$ cat src/rtl/morse_pkg.sv
// Shared definitions for the Morse sender: FSM encoding, character codes and timing multipliers.
package morse_pkg;

    typedef enum logic [2:0] {
        IDLE     = 3'd0,
        MARK     = 3'd1,
        GAP      = 3'd2,
        CHAR_GAP = 3'd3,
        WORD_GAP = 3'd4
    } state_t;

    localparam int CNT_W = 27;

    localparam logic [5:0] CODE_SPACE     = 6'd36;
    localparam logic [5:0] CODE_MAX_VALID = 6'd36;

    localparam int DASH_UNITS       = 3;
    localparam int CHAR_GAP_UNITS   = 3;
    localparam int WORD_EXTRA_UNITS = 4;

endpackage

$ cat src/rtl/morse_sender_if.sv
// Character request channel of the Morse sender, with status pulses returned to the requester.
interface morse_sender_if;
    // Handshake: a character transfers on the rising clk edge where char_valid && ready;
    // char_code must be stable while char_valid is high. ready is high only when idle,
    // done/err are single-cycle pulses, and a request seen while ready is low is dropped.
    logic       char_valid;
    logic [5:0] char_code;
    logic       ready;
    logic       done;
    logic       err;

    modport master (output char_valid, output char_code, input ready, input done, input err);
    modport slave  (input char_valid, input char_code, output ready, output done, output err);
endinterface

$ cat src/rtl/morse_rom.sv
// Combinational ITU Morse table: code -> element count, pattern (LSB = first element, 1 = dash), valid.
module morse_rom
    import morse_pkg::*;
(
    input  logic [5:0] code,
    output logic [2:0] len,
    output logic [4:0] pattern,
    output logic       valid
);

    always_comb begin
        len     = 3'd0;
        pattern = 5'b00000;
        valid   = (code <= CODE_MAX_VALID);
        case (code)
            6'd0:  begin len = 3'd2; pattern = 5'b00010; end // A .-
            6'd1:  begin len = 3'd4; pattern = 5'b00001; end // B -...
            6'd2:  begin len = 3'd4; pattern = 5'b00101; end
            6'd3:  begin len = 3'd3; pattern = 5'b00001; end
            6'd4:  begin len = 3'd1; pattern = 5'b00000; end
            6'd5:  begin len = 3'd4; pattern = 5'b00100; end
            6'd6:  begin len = 3'd3; pattern = 5'b00011; end
            6'd7:  begin len = 3'd4; pattern = 5'b00000; end
            6'd8:  begin len = 3'd2; pattern = 5'b00000; end
            6'd9:  begin len = 3'd4; pattern = 5'b01110; end
            6'd10: begin len = 3'd3; pattern = 5'b00101; end
            6'd11: begin len = 3'd4; pattern = 5'b00010; end
            6'd12: begin len = 3'd2; pattern = 5'b00011; end
            6'd13: begin len = 3'd2; pattern = 5'b00001; end
            6'd14: begin len = 3'd3; pattern = 5'b00111; end
            6'd15: begin len = 3'd4; pattern = 5'b00110; end
            6'd16: begin len = 3'd4; pattern = 5'b01011; end
            6'd17: begin len = 3'd3; pattern = 5'b00010; end
            6'd18: begin len = 3'd3; pattern = 5'b00000; end
            6'd19: begin len = 3'd1; pattern = 5'b00001; end
            6'd20: begin len = 3'd3; pattern = 5'b00100; end
            6'd21: begin len = 3'd4; pattern = 5'b01000; end
            6'd22: begin len = 3'd3; pattern = 5'b00110; end
            6'd23: begin len = 3'd4; pattern = 5'b01001; end
            6'd24: begin len = 3'd4; pattern = 5'b01101; end
            6'd25: begin len = 3'd4; pattern = 5'b00011; end
            6'd26: begin len = 3'd5; pattern = 5'b11111; end // 0 -----
            6'd27: begin len = 3'd5; pattern = 5'b11110; end
            6'd28: begin len = 3'd5; pattern = 5'b11100; end
            6'd29: begin len = 3'd5; pattern = 5'b11000; end
            6'd30: begin len = 3'd5; pattern = 5'b10000; end
            6'd31: begin len = 3'd5; pattern = 5'b00000; end
            6'd32: begin len = 3'd5; pattern = 5'b00001; end
            6'd33: begin len = 3'd5; pattern = 5'b00011; end
            6'd34: begin len = 3'd5; pattern = 5'b00111; end
            6'd35: begin len = 3'd5; pattern = 5'b01111; end
            default: begin len = 3'd0; pattern = 5'b00000; end
        endcase
    end

endmodule

$ cat src/rtl/morse_sender.sv
// Morse key sequencer: one character per request, elements timed by a single down-counter.
// Optional tone output is enabled with the MORSE_SENDER_TONE_EN macro.
module morse_sender
    import morse_pkg::*;
#(
    parameter int DIT_CYCLES = 12500000,
    parameter int TONE_HALF  = 25000
) (
    input  logic          clk,
    input  logic          reset_n,
    morse_sender_if.slave bus,
    output logic          key_out,
    output logic          tone_out,
    output state_t        state_dbg
);

    localparam logic [CNT_W-1:0] DIT_LOAD  = CNT_W'(DIT_CYCLES - 1);
    localparam logic [CNT_W-1:0] DASH_LOAD = CNT_W'(DASH_UNITS * DIT_CYCLES - 1);
    localparam logic [CNT_W-1:0] CHAR_LOAD = CNT_W'(CHAR_GAP_UNITS * DIT_CYCLES - 1);
    localparam logic [CNT_W-1:0] WORD_LOAD = CNT_W'(WORD_EXTRA_UNITS * DIT_CYCLES - 1);

    state_t           state, state_nxt;
    logic [CNT_W-1:0] cnt, cnt_nxt;
    logic [4:0]       pat, pat_nxt;
    logic [2:0]       len, len_nxt;
    logic             err_q, err_nxt;

    logic [2:0]       rom_len;
    logic [4:0]       rom_pat;
    logic             rom_valid;

    morse_rom u_rom (
        .code    (bus.char_code),
        .len     (rom_len),
        .pattern (rom_pat),
        .valid   (rom_valid)
    );

    always_ff @(posedge clk) begin
        if (!reset_n) begin
            state <= IDLE;
            cnt   <= '0;
            pat   <= '0;
            len   <= '0;
            err_q <= 1'b0;
        end else begin
            state <= state_nxt;
            cnt   <= cnt_nxt;
            pat   <= pat_nxt;
            len   <= len_nxt;
            err_q <= err_nxt;
        end
    end

    always_comb begin
        state_nxt = state;
        cnt_nxt   = (cnt == '0) ? '0 : cnt - CNT_W'(1);
        pat_nxt   = pat;
        len_nxt   = len;
        err_nxt   = 1'b0;
        case (state)
            IDLE: begin
                if (bus.char_valid) begin
                    if (!rom_valid) begin
                        err_nxt = 1'b1;
                    end else if (bus.char_code == CODE_SPACE) begin
                        state_nxt = WORD_GAP;
                        cnt_nxt   = WORD_LOAD;
                    end else begin
                        state_nxt = MARK;
                        pat_nxt   = rom_pat;
                        len_nxt   = rom_len;
                        cnt_nxt   = rom_pat[0] ? DASH_LOAD : DIT_LOAD;
                    end
                end
            end
            MARK: begin
                if (cnt == '0) begin
                    // The pattern shifts here so GAP can pick the next element from bit 0.
                    if (len > 3'd1) begin
                        state_nxt = GAP;
                        cnt_nxt   = DIT_LOAD;
                        len_nxt   = len - 3'd1;
                        pat_nxt   = {1'b0, pat[4:1]};
                    end else begin
                        state_nxt = CHAR_GAP;
                        cnt_nxt   = CHAR_LOAD;
                    end
                end
            end
            GAP: begin
                if (cnt == '0) begin
                    state_nxt = MARK;
                    cnt_nxt   = pat[0] ? DASH_LOAD : DIT_LOAD;
                end
            end
            CHAR_GAP, WORD_GAP: begin
                if (cnt == '0) begin
                    state_nxt = IDLE;
                    pat_nxt   = '0;
                    len_nxt   = '0;
                end
            end
            default: state_nxt = IDLE;
        endcase
    end

    assign bus.ready = (state == IDLE);
    assign bus.done  = ((state == CHAR_GAP) || (state == WORD_GAP)) && (cnt == '0);
    assign bus.err   = err_q;
    assign key_out   = (state == MARK);
    assign state_dbg = state;

`ifdef MORSE_SENDER_TONE_EN
    logic [15:0] tone_cnt;
    logic        tone_q;

    always_ff @(posedge clk) begin
        if (!reset_n || !key_out) begin
            tone_cnt <= '0;
            tone_q   <= 1'b0;
        end else if (tone_cnt == 16'(TONE_HALF - 1)) begin
            tone_cnt <= '0;
            tone_q   <= ~tone_q;
        end else begin
            tone_cnt <= tone_cnt + 16'd1;
        end
    end

    // Gating keeps the tone silent on the first key-low cycle, before the register clears.
    assign tone_out = tone_q & key_out;
`else
    logic unused_tone_cfg;
    assign unused_tone_cfg = ^32'(TONE_HALF);
    assign tone_out        = 1'b0;
`endif

endmodule

$ cat src/flat_wrapper.sv
// flat-port wrapper written by rule: the top's interface ports become plain ports
module morse_sender_flat import morse_pkg::*;
#(
    parameter int DIT_CYCLES = 12500000,
    parameter int TONE_HALF  = 25000
)
  (clk, reset_n, key_out, tone_out, state_dbg, bus_char_valid, bus_char_code, bus_ready, bus_done, bus_err);
  morse_sender_if bus_i ();
  input  logic clk;
  input  logic reset_n;
  output logic key_out;
  output logic tone_out;
  output state_t state_dbg;
  input wire logic [$bits(bus_i.char_valid)-1:0] bus_char_valid;
  input wire logic [$bits(bus_i.char_code)-1:0] bus_char_code;
  output wire logic [$bits(bus_i.ready)-1:0] bus_ready;
  output wire logic [$bits(bus_i.done)-1:0] bus_done;
  output wire logic [$bits(bus_i.err)-1:0] bus_err;
  assign bus_i.char_valid = bus_char_valid;
  assign bus_i.char_code = bus_char_code;
  assign bus_ready = bus_i.ready;
  assign bus_done = bus_i.done;
  assign bus_err = bus_i.err;
  morse_sender #(.DIT_CYCLES(DIT_CYCLES), .TONE_HALF(TONE_HALF)) u_core (.clk(clk), .reset_n(reset_n), .bus(bus_i), .key_out(key_out), .tone_out(tone_out), .state_dbg(state_dbg));
endmodule
$ cat config.mk
export PLATFORM = sky130hd
export DESIGN_NAME = morse_sender_flat
export DESIGN_NICKNAME = d
export VERILOG_FILES = /design/src/rtl/morse_pkg.sv /design/src/rtl/morse_sender_if.sv /design/src/rtl/morse_rom.sv /design/src/rtl/morse_sender.sv /design/src/flat_wrapper.sv
export SDC_FILE = /design/constraint.sdc
export NUM_CORES = 1
export LEC_CHECK = 0
export BUFFER_PORTS_ARGS = -buffer_cell sky130_fd_sc_hd__clkbuf_2
export CORE_ASPECT_RATIO = 1.25
export CORE_MARGIN = 2
export CORE_UTILIZATION = 40
export CTS_BUF_LIST = sky130_fd_sc_hd__clkbuf_8 sky130_fd_sc_hd__clkbuf_16
export CTS_CLUSTER_DIAMETER = 200
export CTS_CLUSTER_SIZE = 16
export DETAILED_ROUTE_END_ITERATION = 16
export GPL_ROUTABILITY_DRIVEN = 0
export RECOVER_POWER = 100
export SLEW_MARGIN = 10
export SYNTH_ARGS = -nofsm -noshare
export SYNTH_HDL_FRONTEND = slang
export SYNTH_SLANG_ARGS = --single-unit
$ cat constraint.sdc
create_clock -name clk -period 5 [get_ports clk]
set_input_delay 0.25 -clock clk [delete_from_list [all_inputs] [get_ports clk]]
set_output_delay 0.25 -clock clk [all_outputs]
set_load 0.01 [all_outputs]
After elaboration in Yosys (flattened, before gate mapping)
Memory sizes are Yosys's and may differ from the RTL's.
Cells that the tools add are included.

cells by class
  add/subtract/negate cells = 2
  order comparisons = 2
  equality and inequality tests = 12
  multiplexer cells = 32
  reductions and logical operators = 9

operator list
  kind                                                           number
  2-to-1 mux 27 bit                                              6
  case mux 27 bit (3 select lines)                               1
  2-to-1 mux 26 bit                                              3
  2-to-1 mux 3 bit                                               11
  2-to-1 mux 5 bit                                               6
  logical NOT 27 bit                                             1
  subtractor 27 x 1 -> 27 bit, second input constant             1
  case mux 5 bit (3 select lines)                                1
  case mux 3 bit (4 select lines)                                1
  inequality test 2 x 1 -> 1 bit, second input constant          5
  case mux 3 bit (3 select lines)                                1
  AND reduction 7 bit                                            1
  == test 3 x 2 -> 1 bit, second input constant                  2
  == test 6 bit, second input constant                           1
  <= comparator 6 bit, second input constant                     1
  AND reduction 5 bit                                            1
  inequality test 2 bit, second input constant                   2
  == test 3 x 1 -> 1 bit, second input constant                  1
  == test 3 bit, second input constant                           1
  greater-than comparator 3 x 1 -> 1 bit, second input constant  1
  logical NOT 3 bit                                              1
  AND reduction 3 bit                                            1
  nonzero test 3 bit                                             1
  subtractor 3 x 1 -> 3 bit, second input constant               1
  other kinds (4)                                                5

storage, ports and cells
  register bits = 39
  ROM bits = 512
  output and inout bits = 8
  memories = 1

memory list
  memory           words  width  rd ports  clocked after memory_dff  wr ports  line             text
  (no name shown)  64     8      1         0                         0         morse_rom.sv:15  case (code)

Depth between registers and ports, before layout
Gate-level depths: netlist of the first run.
An unclocked memory read counts as a cell.

  depth in word-level cells = 6
  gate-level depth with buffers = 9
  depth with buffers taken out = 8

Cells and area by module
Synthesis of the first run repeated with hierarchy kept, for this count alone.

second synthesis, totals
  cells, all modules = 352
  area total of the unflattened synthesis = 2720.1 µm²

by module, submodules not included
  module        instances  cells each  area an instance (µm²)
  morse_sender  1          265         2174.6
  morse_rom     1          87          545.5

Least setup slack after synthesis of the first run
No wires, ideal clock.

  path type = input-to-reg
  start point = in bus_char_code[1]
  end point = reg u_core.cnt[17]
  arrival = 1979 ps
  path slack = 2900 ps
  stages = 8
  buffers on the path = 0
  path through = inv_1 -> ha_1 -> or2_4 -> a311o_1 -> a32o_1 -> nor3_2 -> nor3_1 -> o311a_1

on the way
  cells in the longest elaborated chain, start to end = 6
  elaborated cells on any way between the ends = 8
  classes of those cells = 1 x order compare; 1 x eq/ne; 5 x mux; 1 x memory

RTL lines
  item                                line                text
  start, declared                     flat_wrapper.sv:15  input wire logic [$bits(bus_i.char_code)-1:0] bus_char_code;
  memory read (64 x 8 bit)            n/a
  2-to-1 mux 26 bit                   morse_sender.sv:73  cnt_nxt = rom_pat[0] ? DASH_LOAD : DIT_LOAD;
  2-to-1 mux 27 bit                   morse_sender.sv:66  end else if (bus.char_code == CODE_SPACE) begin
  2-to-1 mux 27 bit *                 morse_sender.sv:64  if (!rom_valid) begin
  2-to-1 mux 27 bit *                 morse_sender.sv:63  if (bus.char_valid) begin
  case mux 27 bit (3 select lines) *  morse_sender.sv:61  case (state)
  end signal, assigned                morse_sender.sv:48  cnt <= cnt_nxt;
  end, declared                       morse_sender.sv:23  logic [CNT_W-1:0] cnt, cnt_nxt;

Mark *: on every way between the ends. The rest lies on a longest branch, timed or not.
A chain may end at the register's enable or synchronous reset.

Worst setup path after layout of the first run
  start point = reg u_core.cnt[13]
  end point = reg u_core.len[2]

on the way
  cells in the longest elaborated chain, start to end = 3
  elaborated cells on any way between the ends = 4
  classes of those cells = 2 x eq/ne; 2 x reduce/logical

RTL lines
  item                                             line                                    text
  logical NOT 27 bit *                             morse_sender.sv:78, morse_sender.sv:98
  inequality test 2 x 1 -> 1 bit (no source line)  n/a
  AND reduction 7 bit (no source line) *           n/a
  end signal, assigned                             morse_sender.sv:50                      len <= len_nxt;
  end, declared                                    morse_sender.sv:25                      logic [2:0] len, len_nxt;

Marked as above.

==> results of run 1 <==
registers in the layout, indices dropped and copies added, names as in the netlist:
signal / flops
u_core.state_dbg: 3
u_core.pat: 5
u_core.len: 3
u_core.cnt: 27
u_core.bus.err: 1
critical path, delay by kind of cell, from the launching register on:
kind / cells / cell delay (ns)
AO/OA/AOI/OAI: 3 / 1.12
flip-flops: 1 / 0.35
AND/OR/NAND/NOR: 3 / 1.55
cells by family after synthesis:
group | after synthesis
other cells | 1
fa+ha+maj | 9
mux | 8
xor+xnor | 25
buf+inv | 33
simple gates | 149
flops | 39
compound gates | 90
cells in the final DEF, fill, tap and decap left out, types with 8 or more instances in the layout:
cell type,synthesis,layout
nor3_1,24,24
nor2_1,33,34
ha_1,9,9
inv_1,15,15
xnor2_1,10,10
xor2_1,15,15
a21oi_1,23,23
dfxtp_1,39,39
nand2_1,30,30
clkbuf_2,0,8
o21ai_0,15,16
metal layers:
metal / share of wire, % / GRT usage (%)
met1: 43 / 24.4
met2: 50 / 34.4
met3: 3.4 / 4.21
met4: 3.5 / 9.81
met5: 0 / 0
through the flow:
step                      power, W  instance area (um2)
after floorplan           0.000718                 2850
after global placement    0.000798                 2950
after detailed placement  0.000798                 2950
after CTS                  0.00107                 3060
after global routing       0.00112                 3020
final                      0.00106                 3020
report_power, final:
group          internal (W)  switching [W]  leakage (nW)  total (W)
sequential         0.000355      0.0000594         0.320   0.000414
combinational      0.000158       0.000209         0.813   0.000367
clock              0.000149       0.000125        0.0581   0.000274
total              0.000662       0.000394          1.19    0.00106
worst paths after layout:
| path | from | endpoint | slack [ns] | depth (start not counted) |
|---|---|---|---|---|
| max | u_core.cnt[13] | u_core.len[2] | 1.82 | 6 |
| max reg2reg | u_core.cnt[13] | u_core.len[2] | 1.82 | 6 |
| min | bus_char_code[5] | u_core.bus.err | 0.38 | 3 |
| min reg2reg | u_core.pat[3] | u_core.pat[3] | 0.48 | 2 |
layout make-up:
class                      count  area, um2
fill                         734       3920
multi-input combinational    282       1880
sequential                    39        781
tap                           90        113
clock buffer                   5       68.8
timing repair buffer          15       66.3
inverter                      16       60.1
clock inverter                 3       43.8
==> impl_results.md, run 1 <==
- Synth Register Bits: 39
- Leakage power: 1.19 nW
- Die extent in y: approximately 98 um
- Non-Filler Instances: 450
- Ant diodes: 0
- Number of vias after detailed routing: 2,557
- Via-to-Cell Ratio: approximately 5.7
- First-pass iteration count of the detailed router: 6
- Run status: finished clean
- Crit start category: flip-flop
- Mapped Nets: 372
- Total of buffers placed on input and output ports: 15
- Share of flip-flops with an asynchronous set or reset after synthesis: 0%
- Clock net sink count: 39
- Post-Route Utilization: 43.5%
- Count of flip-flops with a built-in enable after synthesis: 0
- Worst EP required: 5.15 ns
- Clock insertion delay at the later pin of the skew report: 0.31 ns
- Number of antenna violations at the first check in global routing: 0
- Area fraction of the dominant cell type after synthesis: 27.4%
- Period minus WS final: 3.18 ns
- Die outline width: around 80 um
- Growth of design area from synthesis to finish: 5.66%
- Worst slack at placement: around 2.5 ns
- Complex-gate fraction of the synthesized area: 21.9%
- Pin count of the biggest net entering global routing: 25
- Max stage delay cell, worst path: nor2_1
- Max Fclk: 0.314 GHz
- Number of hold buffers added after cts: 0
- Clock tree from TritonCTS: built
- Setup repair after global routing missed its margin: false
- Worst Path Class, Setup: reg -> reg
- Netlist cell types: 73
- Kind of path behind the tightest hold check: in -> reg
- Deepest level of the CTS H-tree: 2
- Buffer cell driving the clock tree root: clkbuf_8
- Number of setup violations in the final report: 0
- Worst slew pin tran: 1.30 ns
- CP endpoint kind: flip-flop
- DRC violation count after routing: 0
- I/O Pins: 17
- Net count reported at finish: roughly 380
- Routed wirelength normalized by instance count: approximately 17 um
- Highest fanout seen on the critical path: 16
- P per Cell Area: 350 nW/um2
- Fraction of synthesized area in multiplexers: 3.73%
- Post-CTS Setup Inserts: 0
- Leading cell types by count after synthesis: 39 x dfxtp_1, 33 x nor2_1, 30 x nand2_1
- Post-synthesis simple-gate area fraction: 29.9%
- Dominant combinational cell family by area after synthesis: simple AND/OR/NAND/NOR gates
- PnR worst setup slack: approximately 1.8 ns
- Total core area: 6930 um2
- Cells after synthesis: 354
- Synth Area in XOR/XNOR: around 7.7%
- Max transition margin: between 10% and 20%
- Remaining Overflow, GRT: 0
- HPWL Detailed: 5.39 mm
- Starting density of the core: 41.2%
- Quantity of gates resized following cts: 0
- Warnings from Yosys: 0
- Max capacitance violation total: 0
- Summed instance area of the synthesized netlist: 2850 um2
- DRC violation total after the first TritonRoute iteration: 123
- Cell type contributing the most total cell area after synthesis: dfxtp_1
- Wire length of the first global-routing pass: 12.7 mm
- Number of clock buffers inserted by TritonCTS: 5
- Final-report hold violation count: 0
- Number of cell rows: 34
- Maximum ir drop on the vdd rail: 0.134 mV
- Cell with the most instances after synthesis: dfxtp_1
- Arrival time at the worst endpoint: 3.34 ns
- Routed wire length: 7.43 mm
- Area contributors post-synth: dfxtp_1 27%, xor2_1 4.6%, nor2_1 4.3%, nor3_1 4.2%, a21oi_1 4.0%
- Worst hold slack: 0.383 ns
- Setup TNS after final layout: 0 ns
- Max Slew Vio Count: 0
- Post-synthesis adder-cell area fraction: between 3 and 4%
- Fraction of the yosys area taken by sequential cells: 27.4%
- Fraction of final layout cells sized beyond drive strength 1: between 10% and 20%
- Gr usage total: 20.4%
- Via count of the first global-routing pass: 2,606
- Antenna viol nets, final: 0
- Crit path cell chain: nor4_1 > nand4_1 > nor2_1 > a2bb2oi_1 > a2111oi_0 > a211oi_1
- Prevailing post-synth register cell: dfxtp_1
- Maximum root-to-sink buffer count: 2
- Period utilisation layout: 63.7%
- Clock input transition at the sequential cells of the worst setup and hold paths: 0.09 ns
- Die area: 7830 um2
- Post-Synthesis Mean Instance Area: 8.06 um2
- Clock Skew: 0.0131 ns
- Max incr delay on CP: 0.83 ns
- Inst Count DP: 442
Power figures use the tool's default switching activity.
==> run 2: changes to the inputs <==
--- a/config.mk
+++ b/config.mk
@@ -5,6 +5,7 @@
 export SDC_FILE = /design/constraint.sdc
 export NUM_CORES = 1
 export LEC_CHECK = 0
+export ABC_AREA = 1
 export BUFFER_PORTS_ARGS = -buffer_cell sky130_fd_sc_hd__clkbuf_2
 export CORE_ASPECT_RATIO = 1.25
 export CORE_MARGIN = 2
==> constraint.sdc (replaced) <==
create_clock -name clk -period 2.9 [get_ports clk]
set_input_delay 0.145 -clock clk [delete_from_list [all_inputs] [get_ports clk]]
set_output_delay 0.145 -clock clk [all_outputs]
set_load 0.01 [all_outputs]
==> run 2 against run 1 <==
Against the previous run: sequential share of layout area shrank 3.1 points; count of clock-buffer cells in the layout grew 1; clock skew grew 0.00088 ns; final cell count grew 34%; fmax grew 38%; global-route usage shrank 0.53 points; non-clock buffer count is the same; die area grew 13%.
==> impl_results.md, run 2 <==
- Area contributors post-synth: dfxtp_1 24%, nand2_1 12%, nor2_1 6.9%, nand3_1 6.0%, inv_1 4.8%
- Die extent in y: 105 um (+6.5%)
- Total core area: 7840 um2 (+13%)
- Register area: 781 um2 (unchanged)
- Number of clock buffers inserted by TritonCTS: 5 (unchanged)
- Pin count of the biggest net entering global routing: 25 (unchanged)
- Post-CTS Setup Inserts: 0 (unchanged)
- CP endpoint kind: flip-flop
- Max Slew Vio Count: 0 (unchanged)
- Worst slew pin tran: 0.985 ns (-0.313 ns)
- Number of antenna violations at the first check in global routing: 0 (unchanged)
- Cell area after placement: 3380 um2 (+14%)
- Share of flip-flops with an asynchronous set or reset after synthesis: 0% (unchanged)
- Run status: finished clean
- Setup TNS after final layout: 0 ns (unchanged)
- Die outline width: 84.7 um (+6.5%)
- Max stage delay cell, worst path: nor2_1
- Number of buffers and inverters on the critical path: 4 (+4)
- Fraction of the yosys area taken by sequential cells: 24.0% (-3.4 points)
- I/O Pins: 17 (unchanged)
- Growth of design area from synthesis to finish: 5.23%
- Maximum root-to-sink buffer count: 2 (unchanged)
- Registers with the most flip-flops: u_core.cnt: 27 flops, u_core.pat: 5 flops
- Leading cell type in the layout, fill and taps excluded: nand2_1
- Crit path cell chain: inv_1 > nand2_2 > nor2_1 > inv_2 > nand2_2 > inv_1 > nand2_1 > nand2_2 > o21ai_2 > inv_2 > o21ai_1 > a21oi_1
- Gr usage total: 19.9% (-0.53 points)
- DRC violation count after routing: 0 (unchanged)
- Setup repair after global routing missed its margin: false
- Flip-flop count of the largest register after layout: 27 (unchanged)
- Wire length of the first global-routing pass: 14.4 mm (+13%)
- Reg-to-Reg End: u_core.state_dbg[1]
- Endpoint of the most critical setup path: u_core.state_dbg[1]
- Synth Register Bits: 39 (unchanged)
- Ant diodes: 0 (unchanged)
- Quantity of gates resized following cts: 0 (unchanged)
- Register with the most flip-flops: u_core.cnt
- Cells after synthesis: 495 (+40%)
- Clock tree from TritonCTS: built
- Leading cell types by count after synthesis: 107 x nand2_1, 60 x nor2_1, 42 x inv_1
- Starting density of the core: 41.5% (+0.38 points)
- Cells on worst reg2reg path: 12 (+6)
- Prevailing post-synth register cell: dfxtp_1
- Worst reg-to-reg setup slack: 0.60 ns (-1.22 ns)
- Worst EP required: 3.10 ns (-2.05 ns)
- Remaining Overflow, GRT: 0 (unchanged)
- Summed instance area of the synthesized netlist: 3260 um2 (+14%)
- Number of vias after detailed routing: 3,147 (+23%)
- Fraction of final layout cells sized beyond drive strength 1: 16.5% (+6.2 points)
- Highest fanout seen on the critical path: 11 (-5)
- Startpoint of the lowest-slack register-to-register path: u_core.state_dbg[2]
- DRC violation total after the first TritonRoute iteration: 165 (+34%)
- Mapped Nets: 513 (+38%)
- Die area: 8880 um2 (+13%)
- Arrival time at the worst endpoint: 2.50 ns (-0.84 ns)
- Routed wirelength normalized by instance count: 14.0 um (-15%)
- Max incr delay on CP: 0.75 ns (-0.08 ns)
- Clock Skew: 0.0139 ns (+0.000875 ns)
- Clock net sink count: 39 (unchanged)
- Deepest level of the CTS H-tree: 2 (unchanged)
- Maximum ir drop on the vdd rail: 0.614 mV (+360%)
- Antenna viol nets, final: 0 (unchanged)
- Via count of the first global-routing pass: 3,041 (+17%)
- HPWL Detailed: 6.74 mm (+25%)
- Warnings from Yosys: 0 (unchanged)
- Total of buffers placed on input and output ports: 15 (unchanged)
- Netlist cell types: 44 (-40%)
- Via-to-Cell Ratio: 5.20 (-8.5%)
- Clock input transition at the sequential cells of the worst setup and hold paths: 0.09 ns (about the same)
- Final-report hold violation count: 0 (unchanged)
- Logic depth of the worst setup path including buffers: 12 (+6)
- Most frequent cells in the layout: 110 x nand2_1, 65 x nor2_1, 45 x inv_1, 40 x nand3_1, 39 x dfxtp_1
- Clock insertion delay at the later pin of the skew report: 0.31 ns (about the same)
- Buffer cell driving the clock tree root: clkbuf_8
- Max transition margin: 34.1% (+21 points)
- Kind of path behind the tightest hold check: in -> reg
- Cell with the most instances after synthesis: nand2_1
- Post-Synthesis Mean Instance Area: 6.58 um2 (-18%)
- Area of combinational cells with multiple inputs: 2100 um2 (+11%)
- Max capacitance violation total: 0 (unchanged)
- Cell family with most CP delay: simple AND/OR/NAND/NOR gates
- Cell type contributing the most total cell area after synthesis: dfxtp_1
- P per Cell Area: 1270 nW/um2 (+260%)
- Number of cell rows: 36 (+5.9%)
- Critical Path Most Common Cell: nand2_2
- Number of hold buffers added after cts: 0 (unchanged)
- Max Fclk: 0.435 GHz (+38%)
- Number of setup violations in the final report: 0 (unchanged)
- Leakage power: 1.66 nW (+40%)
- Worst Path Class, Setup: reg -> reg
- Worst setup startpoint: u_core.state_dbg[2]
- Count of flip-flops with a built-in enable after synthesis: 0 (unchanged)
- Final std cell area, no fill: 3430 um2 (+14%)
- Net count reported at finish: 527 (+40%)
- Number of fill cells in the layout: 878 (+20%)
- Routed wire length: 8.45 mm (+14%)
- Crit start category: flip-flop
- First-pass iteration count of the detailed router: 4 (-2)
- Area fraction of the dominant cell type after synthesis: 24.0% (-3.4 points)
- Period minus WS final: 2.30 ns (-0.884 ns)
- Period utilisation layout: 79.3% (+16 points)
-- run 2: changes by cell type in the layout (fill, tap and decap cells not counted), moves of 7 or more --
cell	change
nand2_2	+12
nand3_1	+33
nor2_2	+13
o21ai_0	+14
nor2_1	+31
inv_2	+14
nor2_4	+9
nor3_1	-18
nand2_1	+80
inv_1	+30
xnor2_1	-7
-- run 2: logic make-up (layout without fill, tap and decap cells) --
kind of cell | after synthesis | after routing | share of synthesized area [%]
simple gates | 278 | 278 | 44.6
buf+inv | 70 | 85 | 9.53
xor+xnor | 15 | 15 | 4.04
compound gates | 83 | 83 | 14.3
other cells | 1 | 1 | 0.115
fa+ha+maj | 9 | 9 | 3.46
flops | 39 | 39 | 24.0
-- run 2: layer usage --
metal	part of all wire, %	up-vias	global-route usage, %
met5	0	-	0
met4	2.3	0	6.58
met3	3.3	18	3.00
li1	-	1628	-
met2	52	69	36.9
met1	43	1432	22.8
-- run 2: worst reg2reg max path, stage by stage, from the launching register on --
cell	delay [ns]
dfxtp_1	0.36
inv_1	0.10
nand2_2	0.07
nor2_1	0.75
inv_2	0.16
nand2_2	0.18
inv_1	0.09
nand2_1	0.08
nand2_2	0.06
o21ai_2	0.09
inv_2	0.08
o21ai_1	0.12
a21oi_1	0.06
-- run 2: area by class of cell --
| class | instances | share of cell area (%) |
|---|---|---|
| clock buffers | 6 | 2.41 |
| clock inverters | 2 | 1.13 |
| inverters | 62 | 6.94 |
| multi-input cells | 386 | 61.2 |
| flip-flops and latches | 39 | 22.8 |
| well taps | 95 | 3.47 |
| repair buffers | 15 | 2.01 |
-- run 2: worst min path at each step --
stage | start | to | slack [ns] | depth (start not counted)
after detailed placement | bus_char_valid | u_core.bus.err | 0.47 | 3
after global placement | u_core.pat[1] | u_core.pat[1] | 0.47 | 2
after floorplan | reset_n | u_core.state_dbg[2] | 0.29 | 2
after CTS | bus_char_valid | u_core.bus.err | 0.12 | 3
after global routing | bus_char_valid | u_core.bus.err | 0.15 | 3
final | bus_char_valid | u_core.bus.err | 0.14 | 3
-- run 2: per-stage QoR --
step	hold WS [ns]	setup WS [ns]	cells	power [W]	util [%]
floorplan	0.287	1.39	495	0.00340	-
global placement	0.468	0.933	597	0.00396	43.1
detailed placement	0.467	0.900	597	0.00398	43.1
CTS	0.125	0.864	605	0.00451	44.6
global route	0.145	0.329	605	0.00481	43.7
finish	0.143	0.599	605	0.00436	43.7
-- run 2: power breakdown --
group,total (W),switching (W),internal [W]
Clock,0.000503,0.000220,0.000283
Combinational,0.00286,0.00189,0.000969
Sequential,0.000995,0.000234,0.000761
